[src/rtl/tl_xbar_pkg.sv]
// rtl/tl_xbar_pkg.sv - shared widths and helpers for the TileLink crossbar
package tl_xbar_pkg;

  function automatic int sel_width(input int n);
    int w;
    w = 1;
    while ((1 << w) < n) w++;
    return w;
  endfunction

  localparam int TL_N      = 4;
  localparam int TL_DATA_W = 64;
  localparam int TL_SEL_W  = sel_width(TL_N);

endpackage

[src/rtl/tl_rr_arb.sv]
// rtl/tl_rr_arb.sv - combinational round-robin picker
// Requests at or above ptr win first; if none, the lowest request overall wins.
module tl_rr_arb
  import tl_xbar_pkg::*;
#(
  parameter int N     = TL_N,
  parameter int SEL_W = TL_SEL_W
) (
  input  logic [N-1:0]     req,
  input  logic [SEL_W-1:0] ptr,
  output logic [N-1:0]     grant,
  output logic [SEL_W-1:0] gnt_idx,
  output logic             any_gnt
);

  logic [N-1:0] masked;
  logic [N-1:0] cand;

  always_comb begin
    masked = '0;
    for (int i = 0; i < N; i++) masked[i] = req[i] && (SEL_W'(i) >= ptr);
    cand = (|masked) ? masked : req;

    grant   = '0;
    gnt_idx = '0;
    any_gnt = 1'b0;
    for (int i = 0; i < N; i++) begin
      if (cand[i] && !any_gnt) begin
        grant[i] = 1'b1;
        gnt_idx  = SEL_W'(i);
        any_gnt  = 1'b1;
      end
    end
  end

endmodule

[src/rtl/tl_arb_mux.sv]
// rtl/tl_arb_mux.sv - N-to-1 round-robin arbitrating mux for one TileLink channel
// Grant is held across a multi-beat message; output is a single register stage.
module tl_arb_mux
  import tl_xbar_pkg::*;
#(
  parameter int N      = TL_N,
  parameter int DATA_W = TL_DATA_W,
  parameter int SEL_W  = TL_SEL_W
) (
  input  logic                clk_i,
  input  logic                rst_ni,
  input  logic [N-1:0]        valid_i,
  output logic [N-1:0]        ready_o,
  input  logic [N*DATA_W-1:0] data_i,
  input  logic [N-1:0]        last_i,
  output logic                valid_o,
  input  logic                ready_i,
  output logic [DATA_W-1:0]   data_o,
  output logic                last_o,
  output logic [SEL_W-1:0]    sel_o
);

  logic [N-1:0]      arb_req;
  logic [N-1:0]      grant;
  logic [N-1:0]      lock_mask;
  logic [SEL_W-1:0]  gnt_idx;
  logic [SEL_W-1:0]  rr_ptr;
  logic [SEL_W-1:0]  lock_idx;
  logic              any_gnt;
  logic              locked;
  logic              load_en;
  logic              sel_last;
  logic [DATA_W-1:0] sel_data;

  assign load_en = !valid_o || ready_i;

  always_comb begin
    lock_mask = '0;
    for (int i = 0; i < N; i++) lock_mask[i] = (SEL_W'(i) == lock_idx);
  end

  // While locked only the owning source can be granted, so the picker sees just that request.
  assign arb_req = locked ? (valid_i & lock_mask) : valid_i;

  tl_rr_arb #(
    .N     (N),
    .SEL_W (SEL_W)
  ) u_rr_arb (
    .req     (arb_req),
    .ptr     (rr_ptr),
    .grant   (grant),
    .gnt_idx (gnt_idx),
    .any_gnt (any_gnt)
  );

  assign ready_o = {N{load_en && rst_ni}} & grant;

  always_comb begin
    sel_data = '0;
    sel_last = 1'b0;
    for (int i = 0; i < N; i++) begin
      if (grant[i]) begin
        sel_data = data_i[i*DATA_W +: DATA_W];
        sel_last = last_i[i];
      end
    end
  end

  always_ff @(posedge clk_i or negedge rst_ni) begin
    if (!rst_ni) begin
      valid_o  <= 1'b0;
      data_o   <= '0;
      last_o   <= 1'b0;
      sel_o    <= '0;
      rr_ptr   <= '0;
      locked   <= 1'b0;
      lock_idx <= '0;
    end else if (load_en) begin
      if (any_gnt) begin
        valid_o <= 1'b1;
        data_o  <= sel_data;
        last_o  <= sel_last;
        sel_o   <= gnt_idx;
        if (sel_last) begin
          locked <= 1'b0;
          rr_ptr <= (gnt_idx == SEL_W'(N - 1)) ? '0 : gnt_idx + SEL_W'(1);
        end else begin
          locked   <= 1'b1;
          lock_idx <= gnt_idx;
        end
      end else begin
        valid_o <= 1'b0;
      end
    end
  end

endmodule

[config.mk]
export PLATFORM = sky130hd
export DESIGN_NAME = tl_arb_mux
export DESIGN_NICKNAME = d
export VERILOG_FILES = /design/src/rtl/tl_xbar_pkg.sv /design/src/rtl/tl_rr_arb.sv /design/src/rtl/tl_arb_mux.sv
export SDC_FILE = /design/constraint.sdc
export NUM_CORES = 1
export LEC_CHECK = 0
export ABC_AREA = 1
export BUFFER_PORTS_ARGS = -buffer_cell sky130_fd_sc_hd__buf_2
export CELL_PAD_IN_SITES_DETAIL_PLACEMENT = 0
export CELL_PAD_IN_SITES_GLOBAL_PLACEMENT = 2
export CORE_MARGIN = 2
export CORE_UTILIZATION = 22
export DETAILED_ROUTE_END_ITERATION = 10
export MAX_ROUTING_LAYER = met4
export PLACE_DENSITY_LB_ADDON = 0.1
export SLEW_MARGIN = 10
export SYNTH_ARGS = -nofsm -noshare
export SYNTH_HDL_FRONTEND = slang
export SYNTH_HIERARCHICAL = 1
export SYNTH_SLANG_ARGS = --single-unit
[constraint.sdc]
create_clock -name clk_i -period 3.8 [get_ports clk_i]
set_clock_uncertainty 0.05 [all_clocks]
set_input_delay 0.57 -clock clk_i [delete_from_list [all_inputs] [get_ports clk_i]]
set_output_delay 0.57 -clock clk_i [all_outputs]
set_load 0.02 [all_outputs]
==> PnR_summary.wiki <==
{| class="wikitable"
! Metric !! Value
|-
| Status || complete, no violations
|-
| Remaining design rule violation count || 0
|-
| Largest stage delay, worst path || 400 ps
|-
| Root Buffer Master || clkbuf_16
|-
| Drt total wl || 23300 um
|-
| CTS Hold Bufs || 0
|-
| Leading post-synthesis cells by instance count || 356 x nand2_1, 106 x o21ai_0, 87 x o21ai_1
|-
| Yosys top cell area share || 36.1%
|-
| Number of cell instances on the worst register-to-register path || 17
|-
| Final count of pins violating max slew || 0
|-
| FFs w/ async S/R, synth || 100%
|-
| Cell area after synthesis || 5060 um2
|-
| Die Footprint || 24200 um2
|-
| Vert. Die Dim || 156 um
|-
| Leading cell types by total area after synthesis || dfrtp_1 36%, nand2_1 26%, o21ai_0 10%
|-
| Max-cap violations || 0
|-
| Max-Slew Margin vs Limit || 46.4%
|-
| Post-layout minimum cycle time || 2930 ps
|-
| Internal || 0.00256 W
|-
| Setup WS pre-CTS || 774 ps
|-
| Routability-driven placement congestion ratio || 0.802
|-
| Worst hold-check path type || in2async
|-
| Clock latency reported for the late side of the worst-skew pair || 340 ps
|-
| Vias in the first global route || 6319
|-
| Number of clock buffers inserted by TritonCTS || 9
|-
| Arrival time reported for the critical path endpoint || 2310 ps
|-
| Primary flip-flop cell chosen by synthesis mapping || dfrtp_1
|-
| Final-layout worst hold slack || 129 ps
|-
| Wire length of the first global-routing pass || 35500 um
|-
| Overflow after GRT || 0
|-
| Die Span X || 156 um
|-
| Endpoint of the worst-slack reg-to-reg timing path || rr_ptr[1]
|-
| Critical path, cell by cell || inv_1, nand2_1, a21boi_0, nand2_1, nand3_2, nand2_1, nand2_2, inv_2, nor2_4, inv_1, nor2_1, buf_2
|-
| Part of the total power dissipated in sequential elements || 24.2%
|-
| Number of antenna violations at the first check in global routing || 8
|-
| Minimum setup slack among reg-to-reg paths || 990 ps
|-
| Final period util || 77.1%
|-
| Antenna Nets Post-Route || 0
|-
| Number of placement rows || 55
|-
| Total number of clock tree sinks || 73
|-
| RR Startpoint || lock_idx[1]
|-
| Final Hold Viols || 0
|-
| Buffers inserted during post-CTS setup optimization || 0
|-
| Kind of start point of the critical path || flop
|-
| Seq/Total Area, Yosys || 36.1%
|-
| Synth warn || 6
|-
| Vias per cell || 4.49
|-
| Average wire per standard cell || 16.8 um
|-
| Instance count of the mapped netlist || 794
|-
| Kind of end point of the critical path || output port
|-
| Placeable core area || 22600 um2
|-
| Clock Path Buffers || 2
|-
| Required time at the endpoint of the critical path || 3180 ps
|-
| Switching power || 0.00266 W
|-
| Maximum clock frequency || 341 MHz
|-
| Accumulated negative setup slack || 0 ps
|-
| Placed Area || 6890 um2
|-
| Count of state elements after synthesis || 73
|-
| Worst Setup Slack, final || 871 ps
|-
| Clock-pin slew reported for the worst setup and hold paths after clock tree synthesis || 60 ps
|-
| Net total in the final layout || 1359
|-
| Largest fanout on the critical path || 28
|-
| Most common cell on crit path || nand2_1
|-
| Part of the power in combinational logic || 60.8%
|-
| Number of optimization iterations in the first detailed-route pass || 5
|-
| Starting utilization of the core area || 22.4%
|-
| H-tree lvl count || 3
|-
| Area growth from synthesis to layout || 41.5%
|-
| Number of fill cells in the layout || 2608
|-
| Kind of critical path || reg2out
|-
| Top cell type by total area after synthesis || dfrtp_1
|-
| Switching share of power || 51.0%
|-
| Io pins || 339
|-
| Worst path slowest cell || dfrtp_1
|-
| Layout cell share with drive strength beyond 1 || 34.2%
|-
| Vias after detailed routing || 6237
|-
| Buffers on Ports || 338
|-
| Leakage power || 3.84 nW
|-
| Tot GR Track Use || 19.5%
|-
| Transition time at the pin with the least slew margin || 804 ps
|-
| Detailed router's first-iteration violation count || 333
|-
| CTS tree || built
|-
| Post-Layout Inst Area || 7170 um2
|-
| Most frequent cell after synthesis || nand2_1
|-
| Largest net degree at the start of global routing || 129
|-
| Count of endpoints failing setup in the final report || 0
|-
| Gates resized, CTS repair || 0
|-
| Syn_nets || 1062
|-
| Worst-case vdd ir drop || 0.000282 V
|-
| Unrepaired setup endpoints after global routing || no
|-
| Count of flip-flops with a built-in enable after synthesis || 0
|-
| Clock Power Share || 15.0%
|-
| Number of different library cells in the post-synthesis netlist || 24
|-
| Average cell area after synthesis || 6.38 um2
|-
| Cell Pwr Density || 729 nW/um2
|-
| HPWL reported at the end of detailed placement || 16500 um
|}
-- sequential cells by signal, summed over array words and instances, names as in the netlist --
register  flops
lock_idx      2
data_o       64
valid_o       1
last_o        1
sel_o         2
rr_ptr        2
locked        1
-- worst max-delay path by stage --
stage | from | endpoint | slack, ps
2_1_floorplan | valid_i[3] | ready_o[3] | 1140
3_3_place_gp | valid_i[3] | rr_ptr[1] | 780
3_5_place_dp | valid_i[3] | rr_ptr[1] | 770
4_1_cts | lock_idx[1] | ready_o[1] | 800
5_1_grt | lock_idx[1] | rr_ptr[1] | 580
6_report | lock_idx[1] | ready_o[1] | 870
-- placed cells by master (no fill, tap or decap), types with 3 or more instances in the layout --
master,n
dfrtp_1,73
a21oi_1,66
nand2_1,356
buf_4,9
o21ai_0,106
clkbuf_16,9
inv_2,4
clkinv_2,5
clkbuf_1,3
inv_1,10
buf_12,3
o21ai_1,87
nor2_1,6
nand3_1,3
buf_2,337
nand2_2,3
diode_2,9
a21boi_0,4
nand4_1,4
nor2_4,3
-- kinds of logic (layout without fill, tap and decap cells) --
logic type	count (synthesis)	after routing	synth area share, %
adder cells (fa/ha/maj)	1	1	0.247
AND/OR/NAND/NOR	379	379	29.3
flip-flops	73	73	36.1
other	0	9	0
buffers and inverters	78	380	8.13
AO/OA/AOI/OAI	263	263	26.2
-- critical path: cells and delay by family (launching register included) --
kind                   cells  cell delay [ps]
and+or+nand+nor            7              740
buffers and inverters      4              560
DFF                        1              400
AOI/OAI and AO/OA          1              270
-- cell type report --
cell class                 instances  area, um2  share of cell area (%)
clock inverter                     4       20.0                   0.279
inverter                          15       57.6                   0.803
sequential                        73       1830                    25.5
clock buffer                      12        236                    3.30
antenna                            9       22.5                   0.314
multi-input combinational        643       2830                    39.5
tap                              285        357                    4.98
timing repair buffer             349       1810                    25.3
-- power groups by stage --
stage	logic, W	clock network, W	registers [W]
floorplan	0.00188	0	0.00162
global placement	0.00327	0	0.00127
detailed placement	0.00326	0	0.00128
CTS	0.00326	0.000819	0.00127
global route	0.00363	0.000853	0.00131
finish	0.00317	0.000785	0.00126
-- stage by stage --
stage	util, %	instances	total power (W)
after floorplan	-	794	0.00350
final	31.6	1390	0.00522
after global placement	30.4	1365	0.00454
after detailed placement	30.4	1365	0.00453
after global routing	31.6	1389	0.00579
after CTS	31.6	1381	0.00535
-- layer usage --
metal  GRT usage [%]  up-vias  wire, um
met3            4.14       24      1600
met1            23.6     2781     10000
met2            32.4      228     11200
li1                -     3204         -
met4            6.64        0       507
met5               -        -         0
Note: power is estimated with default switching activity, not from simulation.
